<file path="src/rtl/mem_loader.sv">
// mem_loader
//   Boot-time program-image loader. Holds the CPU in reset and receives a
//   length-prefixed byte image from a valid/ready stream. Packs the image
//   little-endian into 16-bit words written from address 0. When the image is
//   complete, hands the memory port to the CPU and releases its reset.
//
// Stream handshake: a byte moves when s_valid && s_ready are both high at a
//   rising clk edge. s_data is ignored while s_valid is low. s_ready depends
//   only on the loader state (and is forced low while rst_n is low). It never
//   depends on s_valid.
//
// Ports
//   clk, rst_n                 clock, async active-low reset
//   s_data/s_valid/s_ready     image byte stream (LEN_LO, LEN_HI, payload)
//   i_reload                   one-cycle pulse; restarts loading from DONE
//   i_cpu_*                    CPU memory request, passed through in DONE
//   o_mem_*                    memory port (loader in load, CPU in DONE)
//   o_cpu_rst                  active-high CPU reset
//   o_done                     image loaded, CPU owns memory
//   o_err                      image longer than memory capacity
//   dbg_state                  current FSM state, for observation
module mem_loader #(
  parameter int MEM_DEPTH  = 2**12,
  parameter int ADDR_WIDTH = $clog2(MEM_DEPTH*2)
) (
  input  logic                  clk,
  input  logic                  rst_n,
  input  logic [7:0]            s_data,
  input  logic                  s_valid,
  output logic                  s_ready,
  input  logic                  i_reload,
  input  logic [ADDR_WIDTH-1:0] i_cpu_addr,
  input  logic                  i_cpu_en,
  input  logic                  i_cpu_rd_en,
  input  logic [1:0]            i_cpu_wr_en,
  input  logic [15:0]           i_cpu_di,
  output logic [ADDR_WIDTH-1:0] o_mem_addr,
  output logic                  o_mem_en,
  output logic                  o_mem_rd_en,
  output logic [1:0]            o_mem_wr_en,
  output logic [15:0]           o_mem_di,
  output logic                  o_cpu_rst,
  output logic                  o_done,
  output logic                  o_err,
  output logic [2:0]            dbg_state
);

  typedef enum logic [2:0] {
    S_LEN_LO  = 3'd0,
    S_LEN_HI  = 3'd1,
    S_DATA_LO = 3'd2,
    S_DATA_HI = 3'd3,
    S_WRITE   = 3'd4,
    S_DONE    = 3'd5
  } state_t;

  // Byte capacity of the memory; byte indices at or above this are dropped.
  localparam logic [31:0] CAP = 32'(MEM_DEPTH * 2);

  state_t                state;
  logic [7:0]            len_lo;
  logic [15:0]           len;
  logic [15:0]           byte_idx;   // index of the next payload byte
  logic [7:0]            lo_byte;
  logic                  last_word;
  logic                  ld_en;
  logic [1:0]            ld_wr_en;
  logic [ADDR_WIDTH-1:0] ld_addr;
  logic [15:0]           ld_di;

  logic xfer;
  logic in_range;
  logic is_last;

  assign s_ready  = rst_n && (state == S_LEN_LO || state == S_LEN_HI ||
                              state == S_DATA_LO || state == S_DATA_HI);
  assign xfer     = s_valid && s_ready;
  assign in_range = {16'd0, byte_idx} < CAP;
  assign is_last  = (byte_idx == len - 16'd1);

  always_ff @(posedge clk or negedge rst_n) begin
    if (!rst_n) begin
      state     <= S_LEN_LO;
      len_lo    <= '0;
      len       <= '0;
      byte_idx  <= '0;
      lo_byte   <= '0;
      last_word <= 1'b0;
      ld_en     <= 1'b0;
      ld_wr_en  <= '0;
      ld_addr   <= '0;
      ld_di     <= '0;
      o_cpu_rst <= 1'b1;
      o_done    <= 1'b0;
      o_err     <= 1'b0;
    end else begin
      // Write-port registers are only non-zero for the single WRITE cycle.
      ld_en    <= 1'b0;
      ld_wr_en <= '0;
      ld_addr  <= '0;
      ld_di    <= '0;
      case (state)
        S_LEN_LO: begin
          if (xfer) begin
            len_lo <= s_data;
            state  <= S_LEN_HI;
          end
        end
        S_LEN_HI: begin
          if (xfer) begin
            len      <= {s_data, len_lo};
            byte_idx <= '0;
            if ({s_data, len_lo} == 16'd0) begin
              state  <= S_DONE;
              o_done <= 1'b1;
            end else begin
              state <= S_DATA_LO;
            end
          end
        end
        S_DATA_LO: begin
          if (xfer) begin
            byte_idx <= byte_idx + 16'd1;
            lo_byte  <= s_data;
            if (!in_range) o_err <= 1'b1;
            if (is_last) begin
              // Final odd byte: low lane only, high byte forced to zero.
              state     <= S_WRITE;
              last_word <= 1'b1;
              if (in_range) begin
                ld_en    <= 1'b1;
                ld_wr_en <= 2'b01;
                ld_addr  <= byte_idx[ADDR_WIDTH-1:0];
                ld_di    <= {8'h00, s_data};
              end
            end else begin
              state     <= S_DATA_HI;
              last_word <= 1'b0;
            end
          end
        end
        S_DATA_HI: begin
          if (xfer) begin
            byte_idx  <= byte_idx + 16'd1;
            state     <= S_WRITE;
            last_word <= is_last;
            if (!in_range) o_err <= 1'b1;
            // Capacity is even, so both bytes of a word share range status.
            if (in_range) begin
              ld_en    <= 1'b1;
              ld_wr_en <= 2'b11;
              ld_addr  <= {byte_idx[ADDR_WIDTH-1:1], 1'b0};
              ld_di    <= {s_data, lo_byte};
            end
          end
        end
        S_WRITE: begin
          if (last_word) begin
            state  <= S_DONE;
            o_done <= 1'b1;
          end else begin
            state <= S_DATA_LO;
          end
        end
        S_DONE: begin
          // CPU reset drops one cycle after o_done so the last write has landed.
          if (o_done) o_cpu_rst <= 1'b0;
          if (i_reload) begin
            state     <= S_LEN_LO;
            o_done    <= 1'b0;
            o_cpu_rst <= 1'b1;
            o_err     <= 1'b0;
          end
        end
        default: state <= S_LEN_LO;
      endcase
    end
  end

  // Memory port: CPU owns it in DONE, loader registers otherwise.
  assign o_mem_addr  = (state == S_DONE) ? i_cpu_addr  : ld_addr;
  assign o_mem_en    = (state == S_DONE) ? i_cpu_en    : ld_en;
  assign o_mem_rd_en = (state == S_DONE) ? i_cpu_rd_en : 1'b0;
  assign o_mem_wr_en = (state == S_DONE) ? i_cpu_wr_en : ld_wr_en;
  assign o_mem_di    = (state == S_DONE) ? i_cpu_di    : ld_di;

  assign dbg_state = state;

endmodule

</file>
<file path="config.mk">
export PLATFORM = sky130hd
export DESIGN_NAME = mem_loader
export DESIGN_NICKNAME = d
export VERILOG_FILES = /design/src/rtl/mem_loader.sv
export SDC_FILE = /design/constraint.sdc
export NUM_CORES = 1
export LEC_CHECK = 0
export ABC_AREA = 0
export CORE_MARGIN = 5
export CORE_UTILIZATION = 50
export DETAILED_ROUTE_END_ITERATION = 10
export DONT_BUFFER_PORTS = 1
export GPL_TIMING_DRIVEN = 0
export PLACE_DENSITY_LB_ADDON = 0.3
export SETUP_SLACK_MARGIN = 0.15
export SYNTH_ARGS = -nofsm -noshare
export SYNTH_HDL_FRONTEND = slang
export SYNTH_SLANG_ARGS = --single-unit
</file>
<file path="constraint.sdc">
create_clock -name clk -period 3.35 [get_ports clk]
set_input_delay 0.5025 -clock clk [delete_from_list [all_inputs] [get_ports clk]]
set_output_delay 0.5025 -clock clk [all_outputs]
set_load 0.02 [all_outputs]
</file>
After elaboration in Yosys (flattened, before gate mapping):

Index checks and enable logic that the tools add are counted.
W data, S select, Z words.

* register bits after elaboration: 87
* bits of input ports: 45
* output and inout bits: 40
* word-level logic and storage cells: 107

* add/subtract/negate cells: 2
* $lt $le $gt $ge: 1
* equal/unequal tests: 15
* mux-type cells: 54
* reduce and logical (&&, ||, !) cells: 22

Operators by type and width (count)
* $mux W16: 5
* $mux W13: 6
* $pmux W16 S2: 2
* $pmux W13 S2: 1
* $mux W3: 8
* $mux W8: 3
* $mux W1: 20
* $pmux W3 S6: 1
* $add A16 B1 Y16 const B: 1
* $eq A16 B16 Y1: 1
* $logic_not A16 Y1: 1
* $lt A16 B14 Y1 const B: 1
* $sub A16 B1 Y16 const B: 1
* $ne A2 B2 Y1 const B: 7
* $reduce_and A5 Y1: 2
* $reduce_and A2 Y1: 4
* $reduce_bool A2 Y1: 4
* $eq A3 B2 Y1 const B: 2
* $eq A3 B3 Y1 const B: 2
* $mux W2: 3
* $pmux W1 S2: 3
* $reduce_and A3 Y1: 2
* $ne A2 B1 Y1 const B: 2
* $pmux W2 S2: 1
* other kinds (8): 11

Depth between registers and ports, before layout:

* depth after elaboration: 8
* gate-level depth with buffers: 11
* gate-level depth less buffers: 9

Worst setup path after synthesis:

Ideal clock, no wire load.

* kind: flip-flop to flip-flop
* start point: reg len[4]
* end point: reg state[0], in the netlist dbg_state[0]
* setup time: 138 ps
* data arrival time: 2857 ps
* data required time: 3212 ps
* setup slack: 355 ps
* cell stages (with the launch flop): 9
* buffers on the path: 1
* period minus slack after synthesis: 2995 ps
* cell sequence: dfrtp_1 or4_4 or4b_4 or4b_4 xnor2_2 nor4_2 and2_4 buf_6 o21ai_0

* cells in the longest elaborated chain, start to end: 5

Ends and longest elaborated chain
* start, declared: RTL line 62 `logic [15:0] len;`
* start signal, assigned: RTL line 111 `len <= {s_data, len_lo};`
* $sub A16 B1 Y16: RTL line 79 `assign is_last = (byte_idx == len - 16'd1);`
* $eq A16 B16 Y1: RTL line 79
* $mux W3: RTL line 126 `if (is_last) begin`
* $mux W3: RTL line 122 `if (xfer) begin`
* $pmux W3 S6: RTL line 102 `case (state)`
* end signal, assigned: RTL line 83 `state <= S_LEN_LO;`
* end signal, assigned: RTL line 106 `state <= S_LEN_HI;`
* end signal, assigned: RTL line 128 `state <= S_WRITE;`
* end, declared: RTL line 60 `state_t state;`

Every way passes these cells. The select of a mux whose other input is x is not followed.
A chain may end at the register's enable or synchronous reset.

Worst setup path after layout:

* start point: reg len[4]
* end point: reg ld_di[4]

* cells in the longest elaborated chain, start to end: 5

Ends and longest elaborated chain
* $sub A16 B1 Y16: RTL line 79
* $eq A16 B16 Y1: RTL line 79
* $mux W8: RTL line 126
* $mux W8: RTL line 122
* $pmux W16 S2: RTL line 102
* end signal, assigned: RTL line 134 `ld_di <= {8'h00, s_data};`
* end signal, assigned: RTL line 153 `ld_di <= {s_data, lo_byte};`
* end, declared: RTL line 69 `logic [15:0] ld_di;`

Every way passes these cells.

==> impl_metrics.tcl <==
set metrics [dict create \
    placed_cell_area_um2 4600 \
    ys.flop_type "dfrtp_1" \
    clock_sinks 86 \
    wl_met1_mm 4.47 \
    drc_errors 0 \
    cts_tree "done" \
    path_clk_slew_ps 80 \
    grtUsageTotal_pct 19.2 \
    tns_ps 0 \
    postSynthCellCount 487 \
    ant_nets 0 \
    critPathLaunchType "register" \
    maxCapViolations 0 \
    synth_top_cell_by_area "dfrtp_1" \
    routedWlPerCell_um 17.0 \
    grt-ovfl-total 0 \
    top_layer "met4" \
    ctsLongestPathBuffers 2 \
    setup_viol 0 \
    vdd_drop_max_mv 0.445 \
    met3_length_um 897 \
    synthTopCellsByArea "dfrtp_1 48%, nand2_1 11%, mux2_2 7.6%, xnor2_1 3.3%, nor2_1 3.2%" \
    antenna_found_initial 0 \
    worstSetupPathType "reg2reg" \
    status "complete, no violations" \
    num_vias 3515 \
    met2_length_mm 4.92 \
    critPathSlowestCell "or4_4" \
    synth_most_common_cell "nand2_1" \
    layout-drive-gt1-share_pct 14.2 \
    layout_min_cycle_time_ps 3100 \
    cp_top_family "simple AND/OR/NAND/NOR gates" \
    die-area_um2 10900 \
    vias_per_cell 5.72 \
    async_reset_ff_share_pct 100 \
    drt_wl_total_mm 10.4 \
    power.density_nw_per_um2 711 \
    leakage_nw 2.24 \
    rows 34 \
    n_fill_cell 762 \
    io_buffer_count 0 \
    ys.warnings.count 0 \
    drt_iter0_markers 191 \
    fin_area_um2 4870 \
    netlist.area_leader.share_pct 47.6 \
    syn-cell-area_um2 4470 \
    grt_pass1_wl_mm 17.1 \
    path_cells "or4_4 > or4b_4 > or4b_4 > xnor2_2 > nor4_4 > buf_4 > nand4_1 > a21oi_2" \
    ys_ff_latch 86 \
    cp.required_ps 3620 \
    fin_util_pct 55.9 \
    htreeDepth 3 \
    ioPinCount 85 \
    core-area_um2 8720 \
    clk_latency_ps 350 \
    die_w_um 105 \
    place_hpwl_mm 7.76 \
    initial_core_util_pct 51.2 \
    cp_common_cell "or4b_4" \
    hold_viol_final 0 \
    postSynthNetCount 534 \
    antenna_cells 0 \
    place.gp.congestion 0.911 \
    syn_area_per_cell_um2 9.17 \
    cp_num_buf_inv 1 \
    fin_crit_sh_pct 92.4 \
    multi_input_area_um2 2170 \
    cts-root-buf "clkbuf_8" \
    final_nets 548 \
    ys_seq_area_share_pct 48.2 \
    rsz0062_at_grt "false" \
    slowest_delay_ps 560 \
    worstSetupEndpointType "register" \
    register_area_um2 2150 \
    arrival_ps 3360 \
    numCtsBuffers 9 \
    synthTopCellsByCount "126 x nand2_1, 85 x dfrtp_1, 38 x nor2_1, 30 x mux2_2, 28 x clkbuf_1" \
    die_y_um 105 \
    first_pass_iters 4 \
    relSlewSlack_pct 36.1 \
    maxSlewViolCount 0 \
    synth_edf_count 0 \
    first_global_vias 3374 \
    cp_max_fo 6 \
    syn_to_final_growth_pct 9.16 \
    worstMarginPinSlew_ps 950 \
    min_path_type "in2async" \
    grt_max_degree 87 \
    fmax_ghz 0.323 \
    clock_skew_ps 6.40 \
    synth_cell_type_count 54 \
]
-- flip-flops by register name, indices dropped and copies added, names as in the netlist --
register and cells:
ld_wr_en 2, lo_byte 8, o_done 1, len 16
ld_di 16, o_err 1, last_word 1, byte_idx 16
len_lo 8, o_cpu_rst 1, ld_addr 13, dbg_state 3
-- power breakdown --
group / internal [W] / switching (W) / leakage, nW
registers: 0.00129 / 0.000275 / 1.12
logic: 0.000520 / 0.000653 / 1.03
clock network: 0.000365 / 0.000364 / 0.0955
-- cells in the final DEF, fill, tap and decap left out, types with 7 or more instances in the layout --
cell type,count
a21oi_1,10
and3_1,20
clkbuf_1,27
clkbuf_8,10
dfrtp_1,84
inv_1,8
mux2_2,30
nand2_1,126
nand3_1,8
nand4_1,11
nor2_1,38
nor3_1,9
nor4_1,7
o21ai_0,15
xnor2_1,17
xor2_1,14
-- through the flow --
stage / power (W) / hold slack [ps] / setup slack (ps) / std cells
2_1_floorplan: 0.00240 / 207 / 355 / 487
3_3_place_gp: 0.00262 / 209 / 122 / 595
3_5_place_dp: 0.00267 / 209 / 92.1 / 595
4_1_cts: 0.00344 / 52.5 / 178 / 612
5_1_grt: 0.00368 / 64.9 / 151 / 614
6_report: 0.00346 / 43.8 / 254 / 614
-- path summary, 6_finish.rpt --
| path | start | to | slack (ps) | cells past startpoint |
|---|---|---|---|---|
| max in group asynchronous | rst_n | o_cpu_rst$_DFFE_PN1P_ | 2950 | 1 |
| setup / recovery | len[4]$_DFFE_PN0P_ | ld_di[4]$_DFF_PN0_ | 250 | 8 |
| hold / removal | rst_n | ld_di[13]$_DFF_PN0_ | 40 | 1 |
| min in group clk | i_reload | o_done$_DFFE_PN0P_ | 230 | 1 |
| setup reg to reg | len[4]$_DFFE_PN0P_ | ld_di[4]$_DFF_PN0_ | 250 | 8 |
| hold reg to reg | lo_byte[1]$_DFFE_PN0P_ | lo_byte[1]$_DFFE_PN0P_ | 500 | 1 |
-- metal layers --
layer	track usage (%)	vias up
met5	0	-
met4	5.92	0
li1	-	1676
met3	5.65	12
met1	25.9	1692
met2	30.0	135
-- layout make-up --
type                            instances  area share (%)
Multi-Input combinational cell        359            44.5
Sequential cell                        86            44.2
Clock buffer                           11            2.90
Buffer                                 34            2.90
Tap cell                              108            2.77
Clock inverter                          5            1.21
Timing Repair Buffer                    3           0.873
Inverter                                8           0.616
-- cell families (layout without fill, tap and decap cells) --
kind of cell | Yosys count | after routing | share of synthesized area, %
buffers and inverters | 42 | 61 | 3.73
adders and majority gates | 2 | 2 | 0.560
AOI/OAI and AO/OA | 52 | 52 | 7.87
and+or+nand+nor | 241 | 241 | 25.2
DFF | 86 | 86 | 48.2
xor gates and xnor gates | 32 | 32 | 6.44
muxes | 32 | 32 | 8.01
-- what timing repair did --
item | 4_1_cts | 5_1_grt
hold buffers | 1 | 0
gates resized for setup | 1 | 9
hold endpoints to repair | 86 | 0
setup buffers | 0 | 2
cloned | 0 | 0
pin swaps | 0 | 2
setup endpoints to repair | 20 | 33
Power figures use the tool's default switching activity.
